<file path="config.mk">
export PLATFORM = sky130hd
export DESIGN_NAME = layer_cmd_seq_flat
export DESIGN_NICKNAME = d
export VERILOG_FILES = /design/src/rtl/mbn_pkg.sv /design/src/rtl/layer_cmd_seq_if.sv /design/src/rtl/layer_desc_fifo.sv /design/src/rtl/layer_cmd_seq.sv /design/src/flat_wrapper.sv
export SDC_FILE = /design/constraint.sdc
export NUM_CORES = 1
export LEC_CHECK = 0
export BUFFER_PORTS_ARGS = -buffer_cell sky130_fd_sc_hd__buf_2
export CAP_MARGIN = 20
export CORE_ASPECT_RATIO = 0.9
export CORE_MARGIN = 2
export CORE_UTILIZATION = 44
export CTS_CLUSTER_SIZE = 14
export DETAILED_ROUTE_END_ITERATION = 12
export PLACE_DENSITY = 0.69
export SLEW_MARGIN = 0
export SYNTH_ARGS = -nofsm -noshare
export SYNTH_HDL_FRONTEND = slang
export SYNTH_SLANG_ARGS = --single-unit
</file>
<file path="constraint.sdc">
create_clock -name clk -period 17.86 [get_ports clk]
set_clock_uncertainty 0.05 [all_clocks]
set_input_delay 0.893 -clock clk [delete_from_list [all_inputs] [get_ports clk]]
set_output_delay 0.893 -clock clk [all_outputs]
set_load 0.01 [all_outputs]
</file>
<file path="src/rtl/mbn_pkg.sv">
// Shared types for the layer command path: computation types, command word layout,
// stored descriptor format and sequencer states.
package mbn_pkg;

    typedef enum logic [2:0] {
        DWC = 3'h0,
        PWC = 3'h1,
        CON = 3'h2,
        FC  = 3'h3,
        PO  = 3'h4
    } comp_type_e;

    localparam int INIT_BIT = 31;
    localparam int TYPE_MSB = 30;
    localparam int TYPE_LSB = 28;
    localparam int CHN_W    = 28;
    // Address width of a stored descriptor; the sequencer's AW must match it.
    localparam int ADDR_W   = 32;

    // Type is kept raw (not comp_type_e) so out-of-range host values survive to be flagged.
    typedef struct packed {
        logic [2:0]        typ;
        logic [CHN_W-1:0]  chn;
        logic [ADDR_W-1:0] daddr;
        logic [ADDR_W-1:0] waddr;
    } layer_desc_t;

    typedef enum logic [2:0] {
        S_IDLE,
        S_FETCH,
        S_ISSUE,
        S_WAIT,
        S_FIN,
        S_ERR
    } seq_state_e;

endpackage

</file>
<file path="src/rtl/layer_cmd_seq_if.sv">
// Host-side descriptor push port of the layer command sequencer (valid/ready handshake).
interface layer_cmd_seq_if
    import mbn_pkg::*;
#(
    parameter int AW = ADDR_W
);
    logic             desc_valid;
    logic             desc_ready;
    logic [2:0]       desc_type;
    logic [CHN_W-1:0] desc_chn;
    logic [AW-1:0]    desc_daddr;
    logic [AW-1:0]    desc_waddr;

    modport master (
        output desc_valid, desc_type, desc_chn, desc_daddr, desc_waddr,
        input  desc_ready
    );

    modport slave (
        input  desc_valid, desc_type, desc_chn, desc_daddr, desc_waddr,
        output desc_ready
    );
endinterface

</file>
<file path="src/rtl/layer_desc_fifo.sv">
// Synchronous descriptor FIFO with flush; push and pop in one cycle are both honoured.
module layer_desc_fifo #(
    parameter int WIDTH = 8,
    parameter int DEPTH = 8
) (
    input  logic             clk,
    input  logic             rst_n,
    input  logic             flush,
    input  logic             push,
    input  logic [WIDTH-1:0] wdata,
    input  logic             pop,
    output logic [WIDTH-1:0] rdata,
    output logic             full,
    output logic             empty
);
    localparam int PW = $clog2(DEPTH);

    logic [WIDTH-1:0] mem [DEPTH];
    logic [PW-1:0]    wptr, rptr;
    logic [PW:0]      count;
    logic             do_push, do_pop;

    assign full    = (count == (PW+1)'(DEPTH));
    assign empty   = (count == '0);
    assign do_push = push & ~full & ~flush;
    assign do_pop  = pop & ~empty & ~flush;
    assign rdata   = mem[rptr];

    // Pointers wrap naturally because DEPTH is a power of two.
    always_ff @(posedge clk or negedge rst_n) begin
        if (!rst_n) begin
            wptr  <= '0;
            rptr  <= '0;
            count <= '0;
        end else if (flush) begin
            wptr  <= '0;
            rptr  <= '0;
            count <= '0;
        end else begin
            if (do_push) wptr <= wptr + PW'(1);
            if (do_pop)  rptr <= rptr + PW'(1);
            case ({do_push, do_pop})
                2'b10:   count <= count + (PW+1)'(1);
                2'b01:   count <= count - (PW+1)'(1);
                default: count <= count;
            endcase
        end
    end

    always_ff @(posedge clk) begin
        if (do_push) mem[wptr] <= wdata;
    end
endmodule

</file>
<file path="src/rtl/layer_cmd_seq.sv">
// Layer command sequencer: drains host-queued layer descriptors into the global-buffer
// controller one command at a time, waiting for its done pulse between layers.
module layer_cmd_seq
    import mbn_pkg::*;
#(
    parameter int AW    = ADDR_W,
    parameter int DEPTH = 8,
    parameter int TO_W  = 20
) (
    input  logic           clk,
    input  logic           rst_n,
    layer_cmd_seq_if.slave desc,
    input  logic           start,
    input  logic           abort,
    output logic [31:0]    comp_cmd,
    output logic [AW-1:0]  data_init_addr,
    output logic [AW-1:0]  weight_init_addr,
    input  logic           done_in,
    output logic           busy,
    output logic           layer_done,
    output logic           all_done,
    output logic [7:0]     layer_idx,
    output logic           err_timeout,
    output logic           err_type
);
    localparam logic [TO_W-1:0] WD_MAX = '1;

    seq_state_e      state, state_nx;
    layer_desc_t     din, head, cur;
    logic            full, empty, push, pop;
    logic            head_bad, fin_layer, wd_expire;
    logic [TO_W-1:0] wd, wd_inc;

    assign desc.desc_ready = ~full;
    assign push      = desc.desc_valid & ~full & ~abort;
    assign din       = '{typ: desc.desc_type, chn: desc.desc_chn,
                         daddr: desc.desc_daddr, waddr: desc.desc_waddr};
    assign head_bad  = (head.typ > 3'(PO));
    assign wd_inc    = wd + TO_W'(1);
    assign wd_expire = (state == S_WAIT) & ~done_in & (wd_inc == WD_MAX);
    assign fin_layer = (state == S_WAIT) & done_in & ~abort;

    layer_desc_fifo #(
        .WIDTH ($bits(layer_desc_t)),
        .DEPTH (DEPTH)
    ) u_fifo (
        .clk   (clk),
        .rst_n (rst_n),
        .flush (abort),
        .push  (push),
        .wdata (din),
        .pop   (pop),
        .rdata (head),
        .full  (full),
        .empty (empty)
    );

    always_comb begin
        state_nx         = state;
        pop              = 1'b0;
        comp_cmd         = '0;
        data_init_addr   = '0;
        weight_init_addr = '0;
        case (state)
            S_IDLE:  if (start) state_nx = S_FETCH;
            S_FETCH: begin
                if (empty) begin
                    state_nx = S_FIN;
                end else begin
                    pop = 1'b1;
                    if (!head_bad) state_nx = S_ISSUE;
                end
            end
            S_ISSUE: state_nx = S_WAIT;
            S_WAIT: begin
                if (done_in)        state_nx = S_FETCH;
                else if (wd_expire) state_nx = S_ERR;
            end
            S_FIN:   state_nx = S_IDLE;
            S_ERR:   state_nx = S_ERR;
            default: state_nx = S_IDLE;
        endcase
        if (abort) begin
            state_nx = S_IDLE;
            pop      = 1'b0;
        end

        if (state == S_ISSUE || state == S_WAIT) begin
            comp_cmd[INIT_BIT]          = (state == S_ISSUE);
            comp_cmd[TYPE_MSB:TYPE_LSB] = cur.typ;
            comp_cmd[CHN_W-1:0]         = cur.chn;
        end
        if (state != S_IDLE && state != S_FIN) begin
            data_init_addr   = cur.daddr;
            weight_init_addr = cur.waddr;
        end
    end

    assign busy     = (state != S_IDLE);
    assign all_done = (state == S_FIN);

    // Abort outranks every other event, including a done_in landing in the same cycle.
    always_ff @(posedge clk or negedge rst_n) begin
        if (!rst_n) begin
            state       <= S_IDLE;
            cur         <= '0;
            wd          <= '0;
            layer_done  <= 1'b0;
            layer_idx   <= '0;
            err_timeout <= 1'b0;
            err_type    <= 1'b0;
        end else begin
            state      <= state_nx;
            layer_done <= fin_layer;
            if (pop) cur <= head;
            if (state == S_ISSUE)     wd <= '0;
            else if (state == S_WAIT) wd <= wd_inc;
            if (state == S_IDLE && start && !abort) layer_idx <= '0;
            else if (fin_layer)                     layer_idx <= layer_idx + 8'd1;
            if (abort) begin
                err_timeout <= 1'b0;
                err_type    <= 1'b0;
            end else begin
                if (pop && head_bad) err_type    <= 1'b1;
                if (wd_expire)       err_timeout <= 1'b1;
            end
        end
    end
endmodule

</file>
<file path="src/flat_wrapper.sv">
// flat-port wrapper written by rule: the top's interface ports become plain ports
module layer_cmd_seq_flat import mbn_pkg::*;
#(
    parameter int AW    = ADDR_W,
    parameter int DEPTH = 8,
    parameter int TO_W  = 20
)
  (clk, rst_n, start, abort, comp_cmd, data_init_addr, weight_init_addr, done_in, busy, layer_done, all_done, layer_idx, err_timeout, err_type, desc_desc_valid, desc_desc_type, desc_desc_chn, desc_desc_daddr, desc_desc_waddr, desc_desc_ready);
  layer_cmd_seq_if #(.AW(AW)) desc_i ();
  input  logic clk;
  input  logic rst_n;
  input  logic start;
  input  logic abort;
  output logic [31:0] comp_cmd;
  output logic [AW-1:0] data_init_addr;
  output logic [AW-1:0] weight_init_addr;
  input  logic done_in;
  output logic busy;
  output logic layer_done;
  output logic all_done;
  output logic [7:0] layer_idx;
  output logic err_timeout;
  output logic err_type;
  input wire logic [$bits(desc_i.desc_valid)-1:0] desc_desc_valid;
  input wire logic [$bits(desc_i.desc_type)-1:0] desc_desc_type;
  input wire logic [$bits(desc_i.desc_chn)-1:0] desc_desc_chn;
  input wire logic [$bits(desc_i.desc_daddr)-1:0] desc_desc_daddr;
  input wire logic [$bits(desc_i.desc_waddr)-1:0] desc_desc_waddr;
  output wire logic [$bits(desc_i.desc_ready)-1:0] desc_desc_ready;
  assign desc_i.desc_valid = desc_desc_valid;
  assign desc_i.desc_type = desc_desc_type;
  assign desc_i.desc_chn = desc_desc_chn;
  assign desc_i.desc_daddr = desc_desc_daddr;
  assign desc_i.desc_waddr = desc_desc_waddr;
  assign desc_desc_ready = desc_i.desc_ready;
  layer_cmd_seq #(.AW(AW), .DEPTH(DEPTH), .TO_W(TO_W)) u_core (.clk(clk), .rst_n(rst_n), .desc(desc_i), .start(start), .abort(abort), .comp_cmd(comp_cmd), .data_init_addr(data_init_addr), .weight_init_addr(weight_init_addr), .done_in(done_in), .busy(busy), .layer_done(layer_done), .all_done(all_done), .layer_idx(layer_idx), .err_timeout(err_timeout), .err_type(err_type));
endmodule
</file>
==> out/metrics.yaml <==
setup_path:
  start_kind: "flop"
  worstPathMaxFanout: 91
  slowest_delay_ns: 0.91
  crit_type: "flop to flop"
  cp.arrival_ns: 5.11
  required_ns: 18.36
  path_cells: "inv_1 -> nor4_4 -> nor2b_4 -> buf_4 -> buf_4 -> nor2_1 -> a21oi_1"
  cp-end-kind: "flop"
  cp_common_cell: "buf_4"
  cpMaxStageDelayCell: "buf_4"
route:
  wl_per_cell_um: 23.8
  vias_per_cell: 5.54
  drt_wl_total_mm: 76.1
  antenna_left: 0
  drt_iter0_markers: 1511
  met1Wirelength_mm: 32.9
  drc: 0
  vias: 17700
  firstDrtPassIters: 5
  wl_met3_mm: 5.78
  routed.top_layer: "met5"
  wl_met2_mm: 35.7
timing:
  min_period_over_period_pct: 25.8
  rsz0062_at_grt: "no"
  layout_min_cycle_time_ns: 4.62
  worstMarginPinSlew_ns: 1.18
  setup_violations: 0
  max_freq_mhz: 217
  slew_violations: 0
  tns_ns: 0
  hold_viol: 0
  slew_headroom_pct: 21.4
clock_network:
  clock-sinks: 899
  clkTransAtPathRegs_ns: 0.06
  clock_path_buffers: 3
  cts_made_buffers: 92
  cts-root-buf: "clkbuf_16"
  clk_latency_ns: 0.65
  cts_tree: "yes"
  cts_resized: 0
  post_cts_buffers: 0
  htree_levels: 3
  postCtsHoldBufs: 0
finish:
  drive_above_1_share_pct: 27.6
  fin_cells: 3190
  finalNetCount: 2162
  area_delta_synth_final_pct: 15.5
  final.fill_count: 6276
power:
  irDropWorstVdd_mv: 0.0789
  comb_power_share_pct: 15.4
  power_frac_seq_pct: 47.7
  powerDensity_mw_per_mm2: 133
  internal-power_uw: 3980
  p_leak_uw: 0.0133
  switching_power_uw: 1380
  swShare_pct: 25.8
  clockPowerShare_pct: 36.9
logic_synthesis:
  yosys_warnings: 0
  ys_seq_area_share_pct: 75.3
  muxShareOfSynthArea_pct: 15.0
  synth-seq-cells: 899
  synth_fp_nets: 1935
  synthTopCellsByCount: "edfxtp_1 (760), mux4_2 (190), dfrtp_1 (139)"
  yosys.area.top_type: "edfxtp_1"
  synthesis.area_mm2: 0.0349
  synth_ff_type: "edfxtp_1"
  synth-simple-area-share_pct: 5.03
  synthTopCellsByArea: "edfxtp_1 (65%), mux4_2 (12%), dfrtp_1 (10%), mux2i_1 (2.8%), nor2_1 (1.5%)"
  synth_top_family_by_area: "multiplexers"
  synth-edff-count: 760
  async_flop_share_pct: 15.5
  synthCells: 1826
  synth-adder-area-share_pct: 0.308
  yosysMostFrequentCell: "edfxtp_1"
  syn_avg_cell_area_um2: 19.1
  yosysUniqueCellTypes: 52
  synthXorXnorAreaFrac_pct: 0.501
  synth-compound-area-share_pct: 2.52
  synth_top_area_share_pct: 65.3
floorplanning:
  initial_utilization_pct: 44.2
  num_rows: 98
  die-area_mm2: 0.0817
  dieHeight_um: 271
  ios: 211
  core_area_mm2: 0.0791
  die_x_um: 301
grt:
  grt_pass1_vias: 18200
  grt_use_total_pct: 18.6
  grt_pass1_wl_mm: 115
  grt_overflow: 0
  antenna_found_initial: 32
  grt_max_degree: 141
worst_hold_path:
  hold_path_class: "input port to asynchronous set/reset pin"
flow_run:
  cap_violations: 0
placement:
  place_inst: 3009
  gp_congestion: 0.852
  dp_hpwl_mm: 42.0
  numPortBuffers: 210
outcome:
  outcome: "finished, final reports clean"
cells by family after synthesis:
logic type,Yosys count
multiplexers,287
AND/OR/NAND/NOR,348
XOR/XNOR,20
adder cells (fa/ha/maj),8
AO/OA/AOI/OAI,157
flip-flops,899
buffers and inverters,107
worst paths after layout:
path,startpoint,end,slack (ns),cells past startpoint
worst max-delay path,u_core.state[0]$_DFFE_PN0P_,u_core.cur[34]$_DFFE_PN0N_,13.24,7
worst min-delay path,rst_n,u_core.layer_idx[1]$_DFFE_PN0P_,0.31,1
worst max register to register,u_core.state[0]$_DFFE_PN0P_,u_core.cur[34]$_DFFE_PN0N_,13.24,7
worst min register to register,u_core.wd[18]$_DFFE_PN0N_,u_core.wd[18]$_DFFE_PN0N_,0.44,1
max in group asynchronous,rst_n,u_core.cur[39]$_DFFE_PN0N_,15.87,2
min in group clk,u_core.wd[18]$_DFFE_PN0N_,u_core.wd[18]$_DFFE_PN0N_,0.44,1
area by class of cell:
type	count	area (um2)	area share, %
sequential	899	26300	65.2
multi-input combinational	820	8250	20.4
clock buffer	115	2420	5.99
tap	1050	1310	3.26
timing repair buffer	236	1280	3.17
clock inverter	57	744	1.85
antenna	9	22.5	0.0558
inverter	4	15.0	0.0372
flip-flops by register name, indices dropped and copies added (netlist names):
register / flops
u_core.cur: 95
u_core.layer_idx: 8
u_core.wd: 20
u_core.state: 3
u_core.u_fifo.rptr: 3
u_core.u_fifo.count: 4
u_core.err_timeout: 1
u_core.err_type: 1
u_core.u_fifo.wptr: 3
u_core.layer_done: 1
u_core.u_fifo.mem: 760
layer usage:
| layer | GRT usage (%) | vias up |
|---|---|---|
| met1 | 26.3 | 9271 |
| met2 | 29.3 | 516 |
| met3 | 4.86 | 136 |
| met5 | 0 | - |
| met4 | 4.33 | 34 |
| li1 | - | 7704 |
power by group through the flow:
stage / registers [uW] / logic, uW / clock network (uW)
6_report: 2560 / 826 / 1980
5_1_grt: 2570 / 911 / 2090
4_1_cts: 2560 / 845 / 2010
3_5_place_dp: 2600 / 841 / 0
3_3_place_gp: 2590 / 825 / 0
2_1_floorplan: 2530 / 603 / 0
per-stage QoR:
step | hold WS [ns] | total power, uW | instance area, um2 | utilization [%] | setup slack, ns
4_1_cts | 0.322 | 5410 | 40300 | 51.0 | 13.20
6_report | 0.310 | 5360 | 40300 | 51.0 | 13.24
5_1_grt | 0.354 | 5580 | 40300 | 51.0 | 12.79
3_3_place_gp | 0.421 | 3420 | 37200 | 47.0 | 13.36
2_1_floorplan | 0.395 | 3140 | 34900 | - | 9.05
3_5_place_dp | 0.427 | 3440 | 37200 | 47.0 | 13.19
worst max-delay path, delay by kind of cell (launching register included):
family	cells	cell delay (ns)
buffers and inverters	3	2.02
flip-flops	1	0.72
AO/OA/AOI/OAI	1	0.15
AND/OR/NAND/NOR	3	1.51
placed cells by master, fill, tap and decap left out, drive strengths merged, types with 5 or more instances in the layout:
| master | netlist | layout |
|---|---|---|
| nor2b | 66 | 66 |
| xor2 | 12 | 12 |
| nand4 | 6 | 6 |
| nor3 | 12 | 12 |
| nand2b | 6 | 6 |
| nand3 | 18 | 18 |
| and2 | 34 | 34 |
| nand2 | 40 | 40 |
| edfxtp | 760 | 760 |
| mux4 | 190 | 190 |
| clkinv | 0 | 33 |
| clkinvlp | 0 | 7 |
| buf | 46 | 236 |
| and3 | 5 | 5 |
| o21ai | 20 | 20 |
| inv | 4 | 8 |
| nor2 | 137 | 137 |
| bufinv | 0 | 13 |
| ha | 7 | 7 |
| xnor2 | 8 | 8 |
| diode | 0 | 9 |
| o31ai | 13 | 13 |
| a21oi | 102 | 102 |
| mux2i | 97 | 97 |
| dfrtp | 139 | 139 |
| clkbuf | 57 | 115 |
(Power assumes the default switching activity.)
